==> src/rtl/sync_down_dff_pkg.sv <==
// Shared constants for the down-counter slice of the counters library.
// Latency: n/a (constants and elaboration-time helpers only).
// Backpressure: n/a.
package sync_down_dff_pkg;

  localparam int DEFAULT_WIDTH = 4;
  localparam int MAX_WIDTH     = 16;

  // Reload register reset value for the default width.
  localparam logic [DEFAULT_WIDTH-1:0] RELOAD_RST = '1;

  // All-ones mask of w bits, right-aligned in a MAX_WIDTH vector.
  function automatic logic [MAX_WIDTH-1:0] all_ones(input int w);
    logic [MAX_WIDTH-1:0] m;
    m = '0;
    for (int i = 0; i < MAX_WIDTH; i++) begin
      if (i < w) m[i] = 1'b1;
    end
    return m;
  endfunction

endpackage

==> src/rtl/sync_down_dff_if.sv <==
// Control and status bundle of the down counter.
// Latency: n/a (wires only).
// Backpressure: none; controls are sampled every clock edge.
interface sync_down_dff_if
  import sync_down_dff_pkg::*;
#(
  parameter int WIDTH = DEFAULT_WIDTH
);
  logic             en;
  logic             load;
  logic [WIDTH-1:0] load_val;
  logic             auto_reload;
  logic [WIDTH-1:0] q;
  logic             zero;
  logic             tc;

  modport master (output en, load, load_val, auto_reload, input q, zero, tc);
  modport slave  (input en, load, load_val, auto_reload, output q, zero, tc);
endinterface

==> src/rtl/sync_down_dff_down_cell.sv <==
// One bit of the down counter: async-reset flop, toggle-on-borrow, load/override mux.
// Latency: q updates on the rising clk edge; borrow_out is combinational.
// Backpressure: none.
module down_cell (
  input  logic clk,
  input  logic rst,
  input  logic borrow_in,     // borrow arriving at the slice below (en for bit 0)
  input  logic q_lower_zero,  // slice below currently holds 0 (tied high for bit 0)
  input  logic load,
  input  logic load_bit,
  input  logic force_sel,     // underflow edge: take force_bit instead of toggling
  input  logic force_bit,
  output logic q,
  output logic borrow_out
);

  logic borrow;

  // This bit toggles only when every lower bit is zero and counting is enabled.
  assign borrow     = borrow_in & q_lower_zero;
  assign borrow_out = borrow;

  // Bit flop: load wins over the underflow override, which wins over the toggle.
  always_ff @(posedge clk or posedge rst) begin
    if (rst)            q <= 1'b0;
    else if (load)      q <= load_bit;
    else if (force_sel) q <= force_bit;
    else                q <= q ^ borrow;
  end

endmodule

==> src/rtl/sync_down_dff.sv <==
// Programmable down counter / interval tick generator with reload and terminal-count pulse.
// Latency: q and tc are registered (one edge); zero is combinational from q.
// Backpressure: none; en/load act on every rising edge.
module sync_down_dff
  import sync_down_dff_pkg::*;
#(
  parameter int WIDTH = DEFAULT_WIDTH
) (
  input  logic            clk,
  input  logic            rst,
  sync_down_dff_if.slave  bus
);

  localparam logic [MAX_WIDTH-1:0] ONES_FULL   = all_ones(WIDTH);
  localparam logic [WIDTH-1:0]     RELOAD_INIT = ONES_FULL[WIDTH-1:0];

  logic [WIDTH-1:0] q;
  logic [WIDTH-1:0] borrow;
  logic [WIDTH-1:0] borrow_in;
  logic [WIDTH-1:0] lower_zero;
  logic [WIDTH-1:0] reload;
  logic [WIDTH-1:0] force_val;
  logic             underflow;
  logic             tc;

  // Borrow chain wiring: bit 0 is fed by en, bit i by the borrow of bit i-1 and q[i-1]==0.
  assign borrow_in  = {borrow[WIDTH-2:0], bus.en};
  assign lower_zero = {~q[WIDTH-2:0], 1'b1};

  // A borrow leaving the MSB while it is zero means the whole count is 0 and enabled.
  // A simultaneous load suppresses the underflow entirely.
  assign underflow = borrow[WIDTH-1] & ~q[WIDTH-1] & ~bus.load;

  // Value taken on underflow: reload register or modulo wrap to all-ones.
  assign force_val = bus.auto_reload ? reload : RELOAD_INIT;

  for (genvar i = 0; i < WIDTH; i++) begin : g_bit
    down_cell u_cell (
      .clk          (clk),
      .rst          (rst),
      .borrow_in    (borrow_in[i]),
      .q_lower_zero (lower_zero[i]),
      .load         (bus.load),
      .load_bit     (bus.load_val[i]),
      .force_sel    (underflow),
      .force_bit    (force_val[i]),
      .q            (q[i]),
      .borrow_out   (borrow[i])
    );
  end

  // Reload register captures every parallel load; reset restores the all-ones interval.
  always_ff @(posedge clk or posedge rst) begin
    if (rst)           reload <= RELOAD_INIT;
    else if (bus.load) reload <= bus.load_val;
  end

  // Terminal-count pulse: one cycle after each underflow edge.
  always_ff @(posedge clk or posedge rst) begin
    if (rst) tc <= 1'b0;
    else     tc <= underflow;
  end

  assign bus.q    = q;
  assign bus.zero = (q == '0);
  assign bus.tc   = tc;

endmodule

==> src/flat_wrapper.sv <==
// flat-port wrapper written by rule: the top's interface ports become plain ports
module sync_down_dff_flat import sync_down_dff_pkg::*;
#(
  parameter int WIDTH = DEFAULT_WIDTH
)
  (clk, rst, bus_en, bus_load, bus_load_val, bus_auto_reload, bus_q, bus_zero, bus_tc);
  sync_down_dff_if #(.WIDTH(WIDTH)) bus_i ();
  input  logic clk;
  input  logic rst;
  input wire logic [$bits(bus_i.en)-1:0] bus_en;
  input wire logic [$bits(bus_i.load)-1:0] bus_load;
  input wire logic [$bits(bus_i.load_val)-1:0] bus_load_val;
  input wire logic [$bits(bus_i.auto_reload)-1:0] bus_auto_reload;
  output wire logic [$bits(bus_i.q)-1:0] bus_q;
  output wire logic [$bits(bus_i.zero)-1:0] bus_zero;
  output wire logic [$bits(bus_i.tc)-1:0] bus_tc;
  assign bus_i.en = bus_en;
  assign bus_i.load = bus_load;
  assign bus_i.load_val = bus_load_val;
  assign bus_i.auto_reload = bus_auto_reload;
  assign bus_q = bus_i.q;
  assign bus_zero = bus_i.zero;
  assign bus_tc = bus_i.tc;
  sync_down_dff #(.WIDTH(WIDTH)) u_core (.clk(clk), .rst(rst), .bus(bus_i));
endmodule
==> config.mk <==
export PLATFORM = sky130hd
export DESIGN_NAME = sync_down_dff_flat
export DESIGN_NICKNAME = d
export VERILOG_FILES = /design/src/rtl/sync_down_dff_pkg.sv /design/src/rtl/sync_down_dff_if.sv /design/src/rtl/sync_down_dff_down_cell.sv /design/src/rtl/sync_down_dff.sv /design/src/flat_wrapper.sv
export SDC_FILE = /design/constraint.sdc
export NUM_CORES = 1
export LEC_CHECK = 0
export BUFFER_PORTS_ARGS = -buffer_cell sky130_fd_sc_hd__buf_2
export CAP_MARGIN = 20
export CORE_AREA = 2 2 39 41
export CTS_CLUSTER_DIAMETER = 40
export DETAILED_ROUTE_END_ITERATION = 10
export DIE_AREA = 0 0 41 43
export PLACE_DENSITY = 0.65
export SLEW_MARGIN = 20
export SYNTH_ARGS = -nofsm -noshare
export SYNTH_HDL_FRONTEND = slang
export SYNTH_SLANG_ARGS = --single-unit
==> constraint.sdc <==
create_clock -name clk -period 2.3 [get_ports clk]
set_input_delay 0.46 -clock clk [delete_from_list [all_inputs] [get_ports clk]]
set_output_delay 0.46 -clock clk [all_outputs]
set_load 0.05 [all_outputs]
Word level (Yosys, flattened, before mapping)
Index checks and enable logic that the tools add are counted.
{ "totals": {"mem_bits_rw": 0, "memories": 0, "regBits": 9, "output_inout_bits": 6, "latchBits": 0, "input_bits": 9, "elab_cells": 28, "rom_bits": 0} }
{ "op_classes": {"div_mod_pow": 0, "eq_ne": 0, "reduce_logical": 1, "n_bitwise": 12, "order_cmp": 0, "multipliers": 0, "shift": 0, "add_sub_neg": 0, "mux": 9} }
{ "ops": {"columns": ["cell", "count"], "rows": [
  ["1-bit two-way mux", 8],
  ["1-bit AND", 5],
  ["4-bit zero test", 1],
  ["4-bit two-way mux", 1],
  ["1-bit XOR", 4],
  ["3-bit NOT", 1],
  ["1-bit NOT", 2]
]} }

Depth between registers and ports, before layout
{ "depth": {"depth_word": 8, "ltp_mapped": 7, "depth_no_buf": 7} }

Cells and area by module
Synthesis repeated with hierarchy kept, for this count alone.
{ "hier_totals": {"hier_cells": 52, "area_unflattened_um2": 538.0} }
{ "by_module_without_submodules": {"columns": ["module", "seq_area_each_um2", "cells_each", "instances", "area_each_um2"], "rows": [
  ["down_cell", 25.0, 8, 4, 76.3],
  ["sync_down_dff", 130.1, 20, 1, 232.7]
]} }

Least setup slack after synthesis
OpenSTA, ideal clock, no wires.
{ "synth_path": {"path_type": "register to output", "startpoint": "register u_core.g_bit[1].u_cell.q", "endpoint": "output bus_zero", "n_path_buf": 0, "t_arrival_ps": 1935, "stages_incl_launch_ff": 2, "setup_slack_ps": -95, "required_ps": 1840, "path_cell_list": "dfrtp_1 nor4_1"} }
{ "synth_via": {"elab_chain_len": 1} }
{ "synth_lines": {"columns": ["element", "line", "source"], "rows": [
  ["start: declaration", "sync_down_dff_down_cell.sv:13", "output logic q,"],
  ["start signal: assignment", "sync_down_dff_down_cell.sv:26", "else if (load) q <= load_bit;"],
  ["start signal: assignment", "sync_down_dff_down_cell.sv:27", "else if (force_sel) q <= force_bit;"],
  ["start signal: assignment", "sync_down_dff_down_cell.sv:28", "else q <= q ^ borrow;"],
  ["4-bit zero test", "sync_down_dff.sv:65", "assign bus.zero = (q == '0);"],
  ["end: declaration", "flat_wrapper.sv:15", "output wire logic [$bits(bus_i.zero)-1:0] bus_zero;"]
]} }
No other way between the ends.

Worst setup path in the final report
{ "layout_path": {"startpoint": "register u_core.g_bit[0].u_cell.q", "endpoint": "register u_core.g_bit[1].u_cell.q"} }
{ "layout_via": {"elab_chain_len": 8, "word_cells_on_any_way": 9, "cone_classes": "2 x mux; 7 x bitwise"} }
{ "layout_lines": {"columns": ["element", "line", "source"], "rows": [
  ["start: declaration", "sync_down_dff_down_cell.sv:13", null],
  ["start signal: assignment", "sync_down_dff_down_cell.sv:26", null],
  ["start signal: assignment", "sync_down_dff_down_cell.sv:27", null],
  ["start signal: assignment", "sync_down_dff_down_cell.sv:28", null],
  ["3-bit NOT (*)", "sync_down_dff.sv:28", "assign lower_zero = {~q[WIDTH-2:0], 1'b1};"],
  ["1-bit AND (*)", "sync_down_dff_down_cell.sv:20", "assign borrow = borrow_in & q_lower_zero;"],
  ["1-bit AND (2 in series)", "sync_down_dff_down_cell.sv:20", null],
  ["1-bit AND (2 in series)", "sync_down_dff.sv:32", "assign underflow = borrow[WIDTH-1] & ~q[WIDTH-1] & ~bus.load;"],
  ["1-bit two-way mux (*)", "sync_down_dff_down_cell.sv:27", null],
  ["1-bit two-way mux (*)", "sync_down_dff_down_cell.sv:26", null]
]} }
Every way passes the cells marked *; elsewhere a longest branch is shown, timed or not.
A chain may end at the register's enable or synchronous reset.

==> flow_summary.ini <==
[cts]
clock_path_buffers = 2
tritoncts = built
postCtsHoldBufs = 0
numCtsBuffers = 3
clock-sinks = 9
insertion_delay_ns = 0.26
cts_root_buf = clkbuf_4
clk_pin_slew_ns = 0.06
post_cts_resized = 0
h-tree-depth = 1
cts_setup_buffers = 0

[die]
die_w_um = 41
die_y_um = 43
num_rows = 14
core_area_um2 = 1380
initial_core_util_pct = 36.8
dieArea_um2 = 1760
ios = 15

[logic_synthesis]
synth-seq-cells = 9
yosys-top-cells-area = dfrtp_1 (25%), dfstp_2 (21%), ha_1 (9.8%)
synthesis.nets = 62
netlist.area_leader.share_pct = 24.6
syn-instance-count = 49
synth_cell_type_count = 11
yosysWarnings = 0
synth-seq-area-share_pct = 45.2
synth_area_per_cell_um2 = 10.4
synth_area_um2 = 509
synth_largest_area_cell = dfrtp_1

[critical_path]
path_buf_inv = 1
rrSetupSlack_ns = 0.56
crit_type = reg -> reg
reg2reg_depth = 7
cp_common_cell = ha_1
path_cells = inv_1 > ha_1 > ha_1 > ha_1 > ha_1 > and3b_1 > o31ai_2
cp_max_fo = 9
slowest_stage = dfrtp_1
timing.rr.start = u_core.g_bit[0].u_cell.q
cpPeakStageDelay_ns = 0.38
critPathRequiredTime_ns = 2.48
cp-start-kind = flip-flop
endpoint_kind = flip-flop
path_delay_family = adder cells
cp_data_arrival_time_ns = 1.92
r2r-end = u_core.g_bit[1].u_cell.q

[power]
switchingPower_mw = 0.158
pwr-share-seq_pct = 42.9
pwr-share-clk_pct = 27.6
switching_share_pct = 35.2
power.total_mw = 0.450
powerDensity_nw_per_um2 = 758
peakVddDrop_uv = 334
power.internal_mw = 0.292
p_leak_nw = 0.323
combPwrFrac_pct = 29.5

[layout]
layout_commonest_cell = buf_2
n_antenna_cell = 0
stdcell_area_um2 = 594
fin_nets = 76
synthToLayoutAreaGrowth_pct = 16.7
finalNonFillerCells = 78
drive_gt1_share_pct = 41.9
fillCellCount = 138
final_cell_mix = buf_2 (14), inv_1 (9), nor2b_1 (5), dfrtp_1 (5)

[placed_design]
dpl.hpwl_um = 593
gp_congestion = 0.716
placed_area_um2 = 568
placed_cells = 74
portBuffers = 14

[drt]
vias = 353
drc_errors = 0
first_pass_iters = 2
drtIter0Drc = 2
viasPerCell = 4.53
ant_nets = 0
routed_wl_um = 769
wl_per_cell_um = 9.86

[grt]
grt_pass1_vias = 315
grt_max_degree = 14
gr-total-overflow = 0
grt_pass1_wl_um = 1300
antenna_found_initial = 0
globalRouteTotalUtil_pct = 11.3

[sta]
finalCritPeriodShare_pct = 75.5
finClkSkew_ns = 0.00477
fmax_mhz = 576
fin_crit_ns = 1.74
tightest_slew_ns = 0.345
hold_viol_final = 0
slew_viol_final = 0
setup_viol_count_final = 0
relSlewSlack_pct = 77.0
setup-tns-final_ns = 0
rsz0062_at_grt = no

[run]
drv_cap = 0

[status]
outcome = finished clean

[hold_path]
min_path_type = in -> async
## sequential cells by signal (all words and copies together), names as in the netlist
name and cells:
u_core.bus.tc 1, u_core.reload 4, u_core.g_bit.u_cell.q 4
## kinds of logic (layout without fill, tap and decap cells)
| kind of cell | after synthesis | after routing | synth area share [%] |
|---|---|---|---|
| buffers and inverters | 14 | 27 | 14.0 |
| and+or+nand+nor | 14 | 14 | 17.2 |
| adders and majority gates | 4 | 4 | 9.83 |
| AOI/OAI and AO/OA | 8 | 8 | 13.8 |
| DFF | 9 | 9 | 45.2 |
## metrics by stage
step / setup WS (ns) / util, % / hold WS, ns
global placement: 0.383 / 41.0 / 0.432
floorplan: 0.476 / - / 0.285
finish: 0.564 / 42.9 / 0.143
global route: 0.423 / 42.9 / 0.171
CTS: 0.531 / 42.9 / 0.150
detailed placement: 0.381 / 41.0 / 0.435
## worst max path at each step
stage                                   startpoint                        to  cells after the start
after CTS                 u_core.g_bit[0].u_cell.q  u_core.g_bit[1].u_cell.q                      7
after detailed placement                    bus_en  u_core.g_bit[1].u_cell.q                      7
after floorplan           u_core.g_bit[1].u_cell.q                  bus_zero                      1
final                     u_core.g_bit[0].u_cell.q  u_core.g_bit[1].u_cell.q                      7
after global routing      u_core.g_bit[0].u_cell.q  u_core.g_bit[0].u_cell.q                      7
after global placement                      bus_en  u_core.g_bit[1].u_cell.q                      7
## worst reg2reg max path: cells and delay by family (launching register included)
| kind | cells | cell delay [ns] |
|---|---|---|
| AND/OR/NAND/NOR | 1 | 0.22 |
| AO/OA/AOI/OAI | 1 | 0.20 |
| buffers and inverters | 1 | 0.05 |
| flip-flops | 1 | 0.38 |
| adder cells (fa/ha/maj) | 4 | 0.81 |
## cell type report
| class | instances | area [um^2] | share of cell area [%] |
|---|---|---|---|
| Clock buffer | 4 | 26.3 | 4.42 |
| Tap cell | 16 | 20.0 | 3.37 |
| Inverter | 9 | 33.8 | 5.68 |
| Multi-Input combinational cell | 26 | 214 | 36.0 |
| Timing Repair Buffer | 14 | 70.1 | 11.8 |
| Sequential cell | 9 | 230 | 38.7 |
## metal layers
layer / up-vias / GRT usage (%) / part of all wire [%]
li1: 182 / - / -
met1: 156 / 14.1 / 46
met2: 12 / 15.0 / 43
met3: 3 / 3.14 / 7.2
met4: 0 / 10.0 / 3.0
met5: - / 0 / 0
## Yosys cell counts, drive strengths merged
cell type  n
dfrtp      5
dfstp      4
buf        5
nand2      4
and3b      4
ha         4
inv        9
nor4       1
o31ai      4
o21ai      4
nor2b      5
## power groups by stage
| stage | Clock (mW) | Sequential (mW) | Combinational [mW] |
|---|---|---|---|
| 3_3_place_gp | 0 | 0.196 | 0.134 |
| 4_1_cts | 0.128 | 0.194 | 0.135 |
| 3_5_place_dp | 0 | 0.196 | 0.134 |
| 5_1_grt | 0.135 | 0.197 | 0.147 |
| 6_report | 0.124 | 0.193 | 0.133 |
| 2_1_floorplan | 0 | 0.196 | 0.119 |
(Power assumes the default switching activity.)
